==> config.mk <==
export PLATFORM = sky130hd
export DESIGN_NAME = led_cnt_ctrl_flat
export DESIGN_NICKNAME = d
export VERILOG_FILES = /design/src/rtl/led_cnt_ctrl_if.sv /design/src/rtl/led_cnt_ctrl.sv /design/src/flat_wrapper.sv
export SDC_FILE = /design/constraint.sdc
export NUM_CORES = 1
export LEC_CHECK = 0
export BUFFER_PORTS_ARGS = -buffer_cell sky130_fd_sc_hd__clkbuf_2
export CORE_AREA = 4 4 87 89
export DETAILED_ROUTE_END_ITERATION = 6
export DIE_AREA = 0 0 91 93
export PLACE_DENSITY = 0.78
export SETUP_SLACK_MARGIN = 0.3
export SLEW_MARGIN = 15
export SYNTH_ARGS = -nofsm -noshare
export SYNTH_HDL_FRONTEND = slang
export SYNTH_SLANG_ARGS = --single-unit
==> constraint.sdc <==
create_clock -name clk100 -period 1.8 [get_ports clk100]
set_clock_uncertainty 0.05 [all_clocks]
set_input_delay 0 -clock clk100 [delete_from_list [all_inputs] [get_ports clk100]]
set_output_delay 0 -clock clk100 [all_outputs]
set_load 0.03 [all_outputs]
==> src/rtl/led_cnt_ctrl_if.sv <==
// APB3 bus bundle for the led_cnt host-side register controller.
//
// Signals:
//   psel, penable, pwrite  APB3 control, driven by the master
//   paddr[3:0]             byte address (bits [1:0] are ignored by the slave)
//   pwdata[31:0]           write data
//   prdata[31:0]           read data, driven by the slave
//   pready                 ready, driven by the slave
//   pslverr                error response, driven by the slave
//
// Modports: master (bus initiator) and slave (led_cnt_ctrl).

interface led_cnt_ctrl_if;
    logic        psel;
    logic        penable;
    logic        pwrite;
    logic [3:0]  paddr;
    logic [31:0] pwdata;
    logic [31:0] prdata;
    logic        pready;
    logic        pslverr;

    modport master (
        output psel,
        output penable,
        output pwrite,
        output paddr,
        output pwdata,
        input  prdata,
        input  pready,
        input  pslverr
    );

    modport slave (
        input  psel,
        input  penable,
        input  pwrite,
        input  paddr,
        input  pwdata,
        output prdata,
        output pready,
        output pslverr
    );
endinterface

==> src/rtl/led_cnt_ctrl.sv <==
// Host-side register controller for the led_cnt reconfigurable partition.
//
// An APB3 slave exposing four word registers:
//   0x0 DIV     RW  [11:0] divider; a write pulses wren_o for one cycle
//   0x4 SNAP    RO  int_cnt_i captured at the last accepted interrupt edge
//   0x8 STATUS  W1C bit0 pending, bit1 clr_tmo (sticky), bit2 clr_busy (RO)
//   0xC CTRL    RW  bit0 irq_en, [15:8] miss_cnt (RO), write bit16=1 clears miss_cnt
//
// Rising edges of led_int_i set `pending` (and snapshot int_cnt_i); irq_o is the
// registered AND of pending and irq_en. Clearing `pending` through STATUS starts
// a handshake: int_clr_o is held for CLR_LEN cycles, then the partition is given
// up to CLR_TMO cycles to drop led_int_i before clr_tmo is flagged.
//
// Ports:
//   clk100          single clock
//   rstn            asynchronous active-low reset
//   apb             APB3 slave (led_cnt_ctrl_if.slave), zero wait states
//   div_o[11:0]     divider value to the partition
//   wren_o          one-cycle divider load strobe
//   int_clr_o       interrupt clear to the partition
//   int_cnt_i[31:0] partition interrupt count
//   led_int_i       partition interrupt level (synchronous to clk100)
//   irq_o           registered CPU interrupt
//
// Parameters:
//   CLR_LEN  cycles int_clr_o is held high per clear (1..15)
//   CLR_TMO  cycles to wait for led_int_i to fall before flagging a timeout (>= 1)
//
// Build option:
//   LED_CTRL_MISS_CNT_EN  when defined, CTRL[15:8] is a saturating 8-bit count of
//                         edges that arrived while `pending` was already set;
//                         otherwise the counter is absent and reads 0.

module led_cnt_ctrl #(
    parameter int unsigned CLR_LEN = 4,
    parameter int unsigned CLR_TMO = 255
) (
    input  logic          clk100,
    input  logic          rstn,
    led_cnt_ctrl_if.slave apb,
    output logic [11:0]   div_o,
    output logic          wren_o,
    output logic          int_clr_o,
    input  logic [31:0]   int_cnt_i,
    input  logic          led_int_i,
    output logic          irq_o
);

    typedef enum logic [1:0] {StIdle, StClr, StWait} state_e;

    // WAIT counts 0..CLR_TMO-1 cycles.
    localparam int unsigned TmoW = (CLR_TMO > 1) ? $clog2(CLR_TMO) : 1;
    localparam logic [TmoW-1:0] TmoLast = TmoW'(CLR_TMO - 1);
    localparam logic [3:0]      LenLast = 4'(CLR_LEN - 1);

    // ------------------------------------------------------------------
    // APB decode
    // ------------------------------------------------------------------
    logic       access;
    logic       wr;
    logic [1:0] addr;
    logic       wr_div;
    logic       wr_snap;
    logic       wr_stat;
    logic       wr_ctrl;

    assign access  = apb.psel & apb.penable;
    assign wr      = access & apb.pwrite;
    assign addr    = apb.paddr[3:2];
    assign wr_div  = wr & (addr == 2'd0);
    assign wr_snap = wr & (addr == 2'd1);
    assign wr_stat = wr & (addr == 2'd2);
    assign wr_ctrl = wr & (addr == 2'd3);

    // ------------------------------------------------------------------
    // State
    // ------------------------------------------------------------------
    state_e          state_q, state_d;
    logic [3:0]      len_cnt_q, len_cnt_d;
    logic [TmoW-1:0] tmo_cnt_q, tmo_cnt_d;
    logic            tmo_hit;

    logic [11:0] div_q;
    logic        wren_q;
    logic        pending_q, pending_d;
    logic [31:0] snap_q;
    logic        clr_tmo_q, clr_tmo_d;
    logic        irq_en_q;
    logic        irq_q;
    logic        led_q;
    logic        clr_q;
    logic [7:0]  miss_cnt;

    logic busy;
    logic rise;
    logic edge_acc;
    logic set_pend;
    logic miss_event;
    logic w1c_pend;
    logic start_clr;
    logic clr_miss;

    assign busy       = (state_q != StIdle);
    assign rise       = led_int_i & ~led_q;
    // Edges seen while a clear is in flight belong to the old interrupt.
    assign edge_acc   = rise & ~busy;
    assign set_pend   = edge_acc & ~pending_q;
    assign miss_event = edge_acc & pending_q;
    assign w1c_pend   = wr_stat & apb.pwdata[0] & pending_q & ~busy;
    // A coincident accepted edge beats the software clear.
    assign start_clr  = w1c_pend & ~edge_acc;
    assign clr_miss   = wr_ctrl & apb.pwdata[16];

    // ------------------------------------------------------------------
    // Clear handshake FSM
    // ------------------------------------------------------------------
    always_comb begin
        state_d   = state_q;
        len_cnt_d = len_cnt_q;
        tmo_cnt_d = tmo_cnt_q;
        tmo_hit   = 1'b0;
        unique case (state_q)
            StIdle: begin
                if (start_clr) begin
                    state_d   = StClr;
                    len_cnt_d = '0;
                end
            end
            StClr: begin
                if (len_cnt_q == LenLast) begin
                    state_d   = StWait;
                    tmo_cnt_d = '0;
                end else begin
                    len_cnt_d = len_cnt_q + 4'd1;
                end
            end
            StWait: begin
                if (!led_int_i) begin
                    state_d = StIdle;
                end else if (tmo_cnt_q == TmoLast) begin
                    tmo_hit = 1'b1;
                    state_d = StIdle;
                end else begin
                    tmo_cnt_d = tmo_cnt_q + TmoW'(1);
                end
            end
            default: state_d = StIdle;
        endcase
    end

    // ------------------------------------------------------------------
    // Next-state for status bits
    // ------------------------------------------------------------------
    always_comb begin
        pending_d = pending_q;
        if (set_pend) begin
            pending_d = 1'b1;
        end else if (start_clr) begin
            pending_d = 1'b0;
        end
    end

    always_comb begin
        clr_tmo_d = clr_tmo_q;
        // A timeout landing on the same edge as its W1C stays visible.
        if (tmo_hit) begin
            clr_tmo_d = 1'b1;
        end else if (wr_stat && apb.pwdata[1]) begin
            clr_tmo_d = 1'b0;
        end
    end

    // ------------------------------------------------------------------
    // Registers
    // ------------------------------------------------------------------
    always_ff @(posedge clk100 or negedge rstn) begin
        if (!rstn) begin
            state_q   <= StIdle;
            len_cnt_q <= '0;
            tmo_cnt_q <= '0;
            div_q     <= '0;
            wren_q    <= 1'b0;
            pending_q <= 1'b0;
            snap_q    <= '0;
            clr_tmo_q <= 1'b0;
            irq_en_q  <= 1'b0;
            irq_q     <= 1'b0;
            led_q     <= 1'b0;
            clr_q     <= 1'b0;
        end else begin
            state_q   <= state_d;
            len_cnt_q <= len_cnt_d;
            tmo_cnt_q <= tmo_cnt_d;
            wren_q    <= wr_div;
            if (wr_div) begin
                div_q <= apb.pwdata[11:0];
            end
            pending_q <= pending_d;
            if (set_pend) begin
                snap_q <= int_cnt_i;
            end
            clr_tmo_q <= clr_tmo_d;
            if (wr_ctrl) begin
                irq_en_q <= apb.pwdata[0];
            end
            irq_q <= pending_q & irq_en_q;
            led_q <= led_int_i;
            // Registered so int_clr_o is glitch-free and drops with the async reset.
            clr_q <= (state_d == StClr);
        end
    end

    // ------------------------------------------------------------------
    // Missed-edge counter
    // ------------------------------------------------------------------
    logic unused_miss;
`ifdef LED_CTRL_MISS_CNT_EN
    logic [7:0] miss_q;

    always_ff @(posedge clk100 or negedge rstn) begin
        if (!rstn) begin
            miss_q <= '0;
        end else if (clr_miss) begin
            miss_q <= '0;
        end else if (miss_event && (miss_q != 8'hff)) begin
            miss_q <= miss_q + 8'd1;
        end
    end

    assign miss_cnt    = miss_q;
    assign unused_miss = 1'b0;
`else
    assign miss_cnt    = 8'd0;
    assign unused_miss = miss_event ^ clr_miss;
`endif

    // ------------------------------------------------------------------
    // Read mux and APB response
    // ------------------------------------------------------------------
    logic [31:0] rdata;

    always_comb begin
        rdata = '0;
        if (access) begin
            case (addr)
                2'd0:    rdata = {20'd0, div_q};
                2'd1:    rdata = snap_q;
                2'd2:    rdata = {29'd0, busy, clr_tmo_q, pending_q};
                default: rdata = {16'd0, miss_cnt, 7'd0, irq_en_q};
            endcase
        end
    end

    assign apb.prdata  = rdata;
    assign apb.pready  = 1'b1;
    assign apb.pslverr = wr_snap;

    assign div_o     = div_q;
    assign wren_o    = wren_q;
    assign int_clr_o = clr_q;
    assign irq_o     = irq_q;

    logic unused_bits;
    assign unused_bits = ^{apb.paddr[1:0], apb.pwdata[31:17], apb.pwdata[15:12]};

endmodule
==> src/flat_wrapper.sv <==
// flat-port wrapper written by rule: the top's interface ports become plain ports
module led_cnt_ctrl_flat 
#(
    parameter int unsigned CLR_LEN = 4,
    parameter int unsigned CLR_TMO = 255
)
  (clk100, rstn, div_o, wren_o, int_clr_o, int_cnt_i, led_int_i, irq_o, apb_psel, apb_penable, apb_pwrite, apb_paddr, apb_pwdata, apb_prdata, apb_pready, apb_pslverr);
  led_cnt_ctrl_if apb_i ();
  input  logic clk100;
  input  logic rstn;
  output logic [11:0] div_o;
  output logic wren_o;
  output logic int_clr_o;
  input  logic [31:0] int_cnt_i;
  input  logic led_int_i;
  output logic irq_o;
  input wire logic [$bits(apb_i.psel)-1:0] apb_psel;
  input wire logic [$bits(apb_i.penable)-1:0] apb_penable;
  input wire logic [$bits(apb_i.pwrite)-1:0] apb_pwrite;
  input wire logic [$bits(apb_i.paddr)-1:0] apb_paddr;
  input wire logic [$bits(apb_i.pwdata)-1:0] apb_pwdata;
  output wire logic [$bits(apb_i.prdata)-1:0] apb_prdata;
  output wire logic [$bits(apb_i.pready)-1:0] apb_pready;
  output wire logic [$bits(apb_i.pslverr)-1:0] apb_pslverr;
  assign apb_i.psel = apb_psel;
  assign apb_i.penable = apb_penable;
  assign apb_i.pwrite = apb_pwrite;
  assign apb_i.paddr = apb_paddr;
  assign apb_i.pwdata = apb_pwdata;
  assign apb_prdata = apb_i.prdata;
  assign apb_pready = apb_i.pready;
  assign apb_pslverr = apb_i.pslverr;
  led_cnt_ctrl #(.CLR_LEN(CLR_LEN), .CLR_TMO(CLR_TMO)) u_core (.clk100(clk100), .rstn(rstn), .apb(apb_i), .div_o(div_o), .wren_o(wren_o), .int_clr_o(int_clr_o), .int_cnt_i(int_cnt_i), .led_int_i(led_int_i), .irq_o(irq_o));
endmodule
Word level (Yosys, flattened, before mapping)
Index checks and enable logic that the tools add are counted.

Word-level logic and storage cells: 76. Input bits: 74. Memory bits (writable): 0. Bits in latches: 0. Memories kept: 0. Output and inout bits: 49. Register bits after elaboration: 65. Memory bits (read-only): 0.

Shift operators: 0. Eq/ne operators: 13. Reduce and logical (&&, ||, !) cells: 10. Magnitude comparators: 0. $mul: 0. Add/subtract/negate cells: 2. Bitwise gates (word level): 18. Muxes and demuxes: 21. Divide/modulo/power cells: 0.

Operators by type and width (count): one-hot mux 32 bit (3 select lines) (1); 2-to-1 mux 32 bit (1); 2-to-1 mux 8 bit (3); one-hot mux 8 bit (2 select lines) (1); AND 1 bit (14); nonzero test 2 bit (5); adder 8 x 1 -> 8 bit (second input constant) (1); == test 8 bit (second input constant) (1); 2-to-1 mux 2 bit (4); 2-to-1 mux 4 bit (2); one-hot mux 4 bit (2 select lines) (1); 2-to-1 mux 1 bit (7); == test 2 x 1 -> 1 bit (second input constant) (3); == test 2 bit (second input constant) (3); != test 2 bit (second input constant) (3); one-hot mux 2 bit (3 select lines) (1); adder 4 x 1 -> 4 bit (second input constant) (1); == test 4 x 2 -> 1 bit (second input constant) (1); zero test 2 bit (2); != test 2 x 1 -> 1 bit (second input constant) (2); NOT 1 bit (4); AND reduction 4 bit (1); AND reduction 3 bit (1); logical AND 1 bit (1).

Depth between registers and ports, before layout
Depth in word-level cells: 10. Depth in mapped cells: 6. Gate-level depth less buffers: 5.

Worst setup path before layout
Ideal clock, no wire load.

Path type: reg-to-reg. Start: register u_core.len_cnt_q[0]. End: register u_core.tmo_cnt_q[0]. Arrival time: 1353 ps. Data required time: 1613 ps. Stages on the path, launching flop included: 6. Setup time: 137 ps. Setup slack: 260 ps. Path buffers: 1. Clock period less this slack: 1540 ps. Cell sequence: dfrtp_1 > ha_1 > or3b_2 > clkbuf_1 > o21ai_0 > mux2i_1.

Cells in the longest elaborated chain, start to end: 3.

RTL lines: start: declaration (line led_cnt_ctrl.sv:79) `logic [3:0] len_cnt_q, len_cnt_d;`; start signal: assignment (line led_cnt_ctrl.sv:192) `len_cnt_q <= len_cnt_d;`; == test 4 x 2 -> 1 bit (line led_cnt_ctrl.sv:130) `if (len_cnt_q == LenLast) begin`; != test 2 x 1 -> 1 bit (no source line); AND reduction 4 bit (no source line); end signal: assignment (line led_cnt_ctrl.sv:193) `tmo_cnt_q <= tmo_cnt_d;`; end: declaration (line led_cnt_ctrl.sv:80) `logic [TmoW-1:0] tmo_cnt_q, tmo_cnt_d;`.

Every way passes these cells. A chain may end at the register's enable or synchronous reset.

Final worst setup path
Start: register u_core.led_q. End: register u_core.snap_q[10].

Cells in the longest elaborated chain, start to end: 4.

RTL lines: start: declaration (line led_cnt_ctrl.sv:90) `logic led_q;`; start signal: assignment (line led_cnt_ctrl.sv:207) `led_q <= led_int_i;`; NOT 1 bit (line led_cnt_ctrl.sv:104) `assign rise = led_int_i & ~led_q;`; AND 1 bit (line led_cnt_ctrl.sv:104); AND 1 bit (line led_cnt_ctrl.sv:106) `assign edge_acc = rise & ~busy;`; AND 1 bit (line led_cnt_ctrl.sv:107) `assign set_pend = edge_acc & ~pending_q;`; end signal: assignment (line led_cnt_ctrl.sv:200) `snap_q <= int_cnt_i;`; end: declaration (line led_cnt_ctrl.sv:86) `logic [31:0] snap_q;`.

Every way passes these cells.

==> results.md <==
* Cts bufs inserted at 9
* Worst VDD drop at 0.740 mV
* DR vias at 2,674
* H-tree level count at 3
* Critical Path Sink Type: flip-flop
* Diodes inserted at 0
* Worst EP required at 1.97 ns
* First-pass GRT wire length at 14,100 um
* Hold_ws at 0.105 ns
* DIE HEIGHT at 93 um
* Simple-gate share of the synthesized area at 15.1%
* Worst-Skew Late Latency at 0.34 ns
* Reg clk slew, reported paths at 0.07 ns
* Final net count at 493
* Fin Setup TNS at 0 ns
* Worst hold path class: input pin to flip-flop
* Floorplan core area at 0.00676 sq mm
* Cells on worst reg2reg path at 4
* Netlist cell types at 44
* Largest net degree at the start of global routing at 27
* Post-Synth XOR/XNOR Area at 0%
* Critical path class: flip-flop to flip-flop
* Ratio of cells with drive above 1 in the final layout at 48.2%
* Unrepaired setup endpoints after global routing: true
* CP Max Fanout at 13
* Period minus WS final at 1.58 ns
* Leak pwr at 2.31 nW
* Number of fill cells at 481
* Die width at 91 um
* Slew HR at 60.9%
* Mapped Area at 0.00325 sq mm
* Max Cap Viol at 0
* CTS Sinks at 65
* I/O Buffers at 99
* DR pass1 iterations at 4
* Synth Area in Compound Gates at 5.00%
* Most frequent cells in the layout: 96 x clkbuf_2, 63 x dfrtp_1, 47 x dlygate4sd3_1, 32 x mux2_4, 22 x and2_1
* GPL Wtd Cong at 0.923
* Vias per inst at 5.34
* Pwr/cell area at 1240 mW/mm^2
* Fin worst setup slack at 0.218 ns
* Max Transition Viols Final at 0
* Worst hold path cell count at 3
* DP Wirelength at 5540 um
* Syn avg cell area at 12.8 sq um
* DRC viols at 0
* Root Driver: clkbuf_8
* Area Growth Syn to Fin at 46.3%
* EDFF count, synth at 0
* Final period util at 87.9%
* Vias in the first global route at 2,826
* WL final at 9480 um
* Fin area at 0.00476 sq mm
* Maximum clock path buffer count at 2
* Yosys warns at 0
* Synth Net Count at 331
* Synth Flop Type: dfrtp_1
* Initial antenna violation count at 0
* Wire length per cell at 18.9 um
* Multi-input gate area at 0.00163 sq mm
* Dpl ws at 0.174 ns
* FF+latch count, synth at 65
* Adder-cell area share of the yosys netlist at 1.15%
* Register area at 0.00163 sq mm
* Multiplexer share of the synthesized area at 25.3%
* I/O Pins at 123
* Max frequency at 632 MHz
* Final setup vio count at 0
* Largest family of logic cells by synthesized area: multiplexers
* Status: complete, no violations
* Worst setup SP type: flip-flop
* Overall Global Routing Usage at 21.1%
* Synth async-reset ratio at 100%
* CTS tree: done
* Die Area at 0.00846 sq mm
* Area after DPL at 0.00386 sq mm
* Starting density of the core at 48.2%
* Synth Instances at 254
* Row cnt at 30
* GRT overflow at 0
* Most common cell after layout, fill and taps aside: clkbuf_2
* Sequential fraction of the synthesis area at 50.0%
* Critical Path AT at 1.75 ns
* Final Hold Viols at 0
* First-iteration detailed-routing DRC count at 122
* Slew @ Worst Pin at 0.586 ns
* DRT antenna net count at 0
==> logic make-up after synthesis <==
family,Yosys count
buffers and inverters,17
multiplexers,64
adder cells (fa/ha/maj),3
other,1
AO/OA/AOI/OAI,26
AND/OR/NAND/NOR,78
flip-flops,65
==> stage by stage <==
step	total power [mW]	cells	utilization [%]
2_1_floorplan	3.64	254	-
3_3_place_gp	4.04	428	57.1
3_5_place_dp	4.15	428	57.1
4_1_cts	5.71	495	68.5
5_1_grt	6.23	501	70.4
6_report	5.91	501	70.4
==> power by group <==
group          switching, mW  total (mW)  internal [mW]
logic                  0.909        2.02           1.11
registers              0.491        2.54           2.05
clock network          0.580        1.36          0.779
==> worst max-delay path, stage by stage (launching register included) <==
cell and delay [ns]:
dfrtp_1 0.40, nor2b_4 0.15, and3b_2 0.34, buf_12 0.21
mux2_4 0.31
==> registers in the layout (all words and copies together) (netlist names) <==
register	count
u_core.led_q	1
u_core.div_o	12
u_core.pending_q	1
u_core.irq_o	1
u_core.state_q	2
u_core.wren_o	1
u_core.int_clr_o	1
u_core.snap_q	32
u_core.len_cnt_q	4
u_core.clr_tmo_q	1
u_core.tmo_cnt_q	8
u_core.irq_en_q	1
==> cell usage after synthesis (all sizes together), types with 2 or more instances <==
master | n | area (sq um)
and3 | 2 | 12.5
o21ai | 13 | 65.1
mux2i | 17 | 170
and3b | 2 | 17.5
inv | 3 | 11.3
a211oi | 3 | 22.5
or2 | 2 | 12.5
nor4 | 2 | 12.5
buf | 10 | 80.1
nor2 | 15 | 56.3
mux2 | 46 | 631
or3 | 2 | 12.5
nor3b | 2 | 26.3
and2 | 22 | 138
ha | 3 | 37.5
clkbuf | 4 | 17.5
nand2 | 3 | 11.3
nor2b | 4 | 25.0
nand4 | 3 | 18.8
dfrtp | 65 | 1630
nand3b | 5 | 50.1
nand3 | 8 | 40.0
a21oi | 3 | 15.0
==> routing by layer <==
| metal | global-route usage, % | part of all wire, % | vias to the layer above |
|---|---|---|---|
| li1 | - | - | 1232 |
| met1 | 25.8 | 40 | 1327 |
| met2 | 36.7 | 53 | 99 |
| met3 | 4.02 | 5.0 | 16 |
| met4 | 8.79 | 1.9 | 0 |
| met5 | 0 | 0 | - |
==> final timing paths <==
| path | startpoint | endpoint | slack [ns] |
|---|---|---|---|
| worst max-delay path | u_core.led_q | u_core.snap_q[10] | 0.22 |
| worst min-delay path | led_int_i | u_core.pending_q | 0.11 |
| worst max register to register | u_core.led_q | u_core.snap_q[10] | 0.22 |
| worst min register to register | u_core.clr_tmo_q | u_core.clr_tmo_q | 0.44 |
| max in group asynchronous | rstn | u_core.tmo_cnt_q[1] | 0.77 |
| min in group asynchronous | rstn | u_core.snap_q[24] | 0.15 |
==> cell type report <==
type                       count  area share [%]
clock inverter                 7            2.00
inverter                       3           0.237
multi-input combinational    173            34.3
clock buffer                   9            2.60
tap                           80            2.10
sequential                    65            34.2
timing repair buffer         164            24.6
==> what timing repair did <==
| item | 4_1_cts | 5_1_grt |
|---|---|---|
| pin swaps | 3 | 6 |
| setup buffers | 4 | 4 |
| resized for setup | 13 | 23 |
| hold buffers | 47 | 0 |
| endpoints found under the hold margin | 87 | 0 |
| setup endpoints to repair | 48 | 49 |
| gates cloned | 0 | 2 |
(Power assumes the default switching activity.)
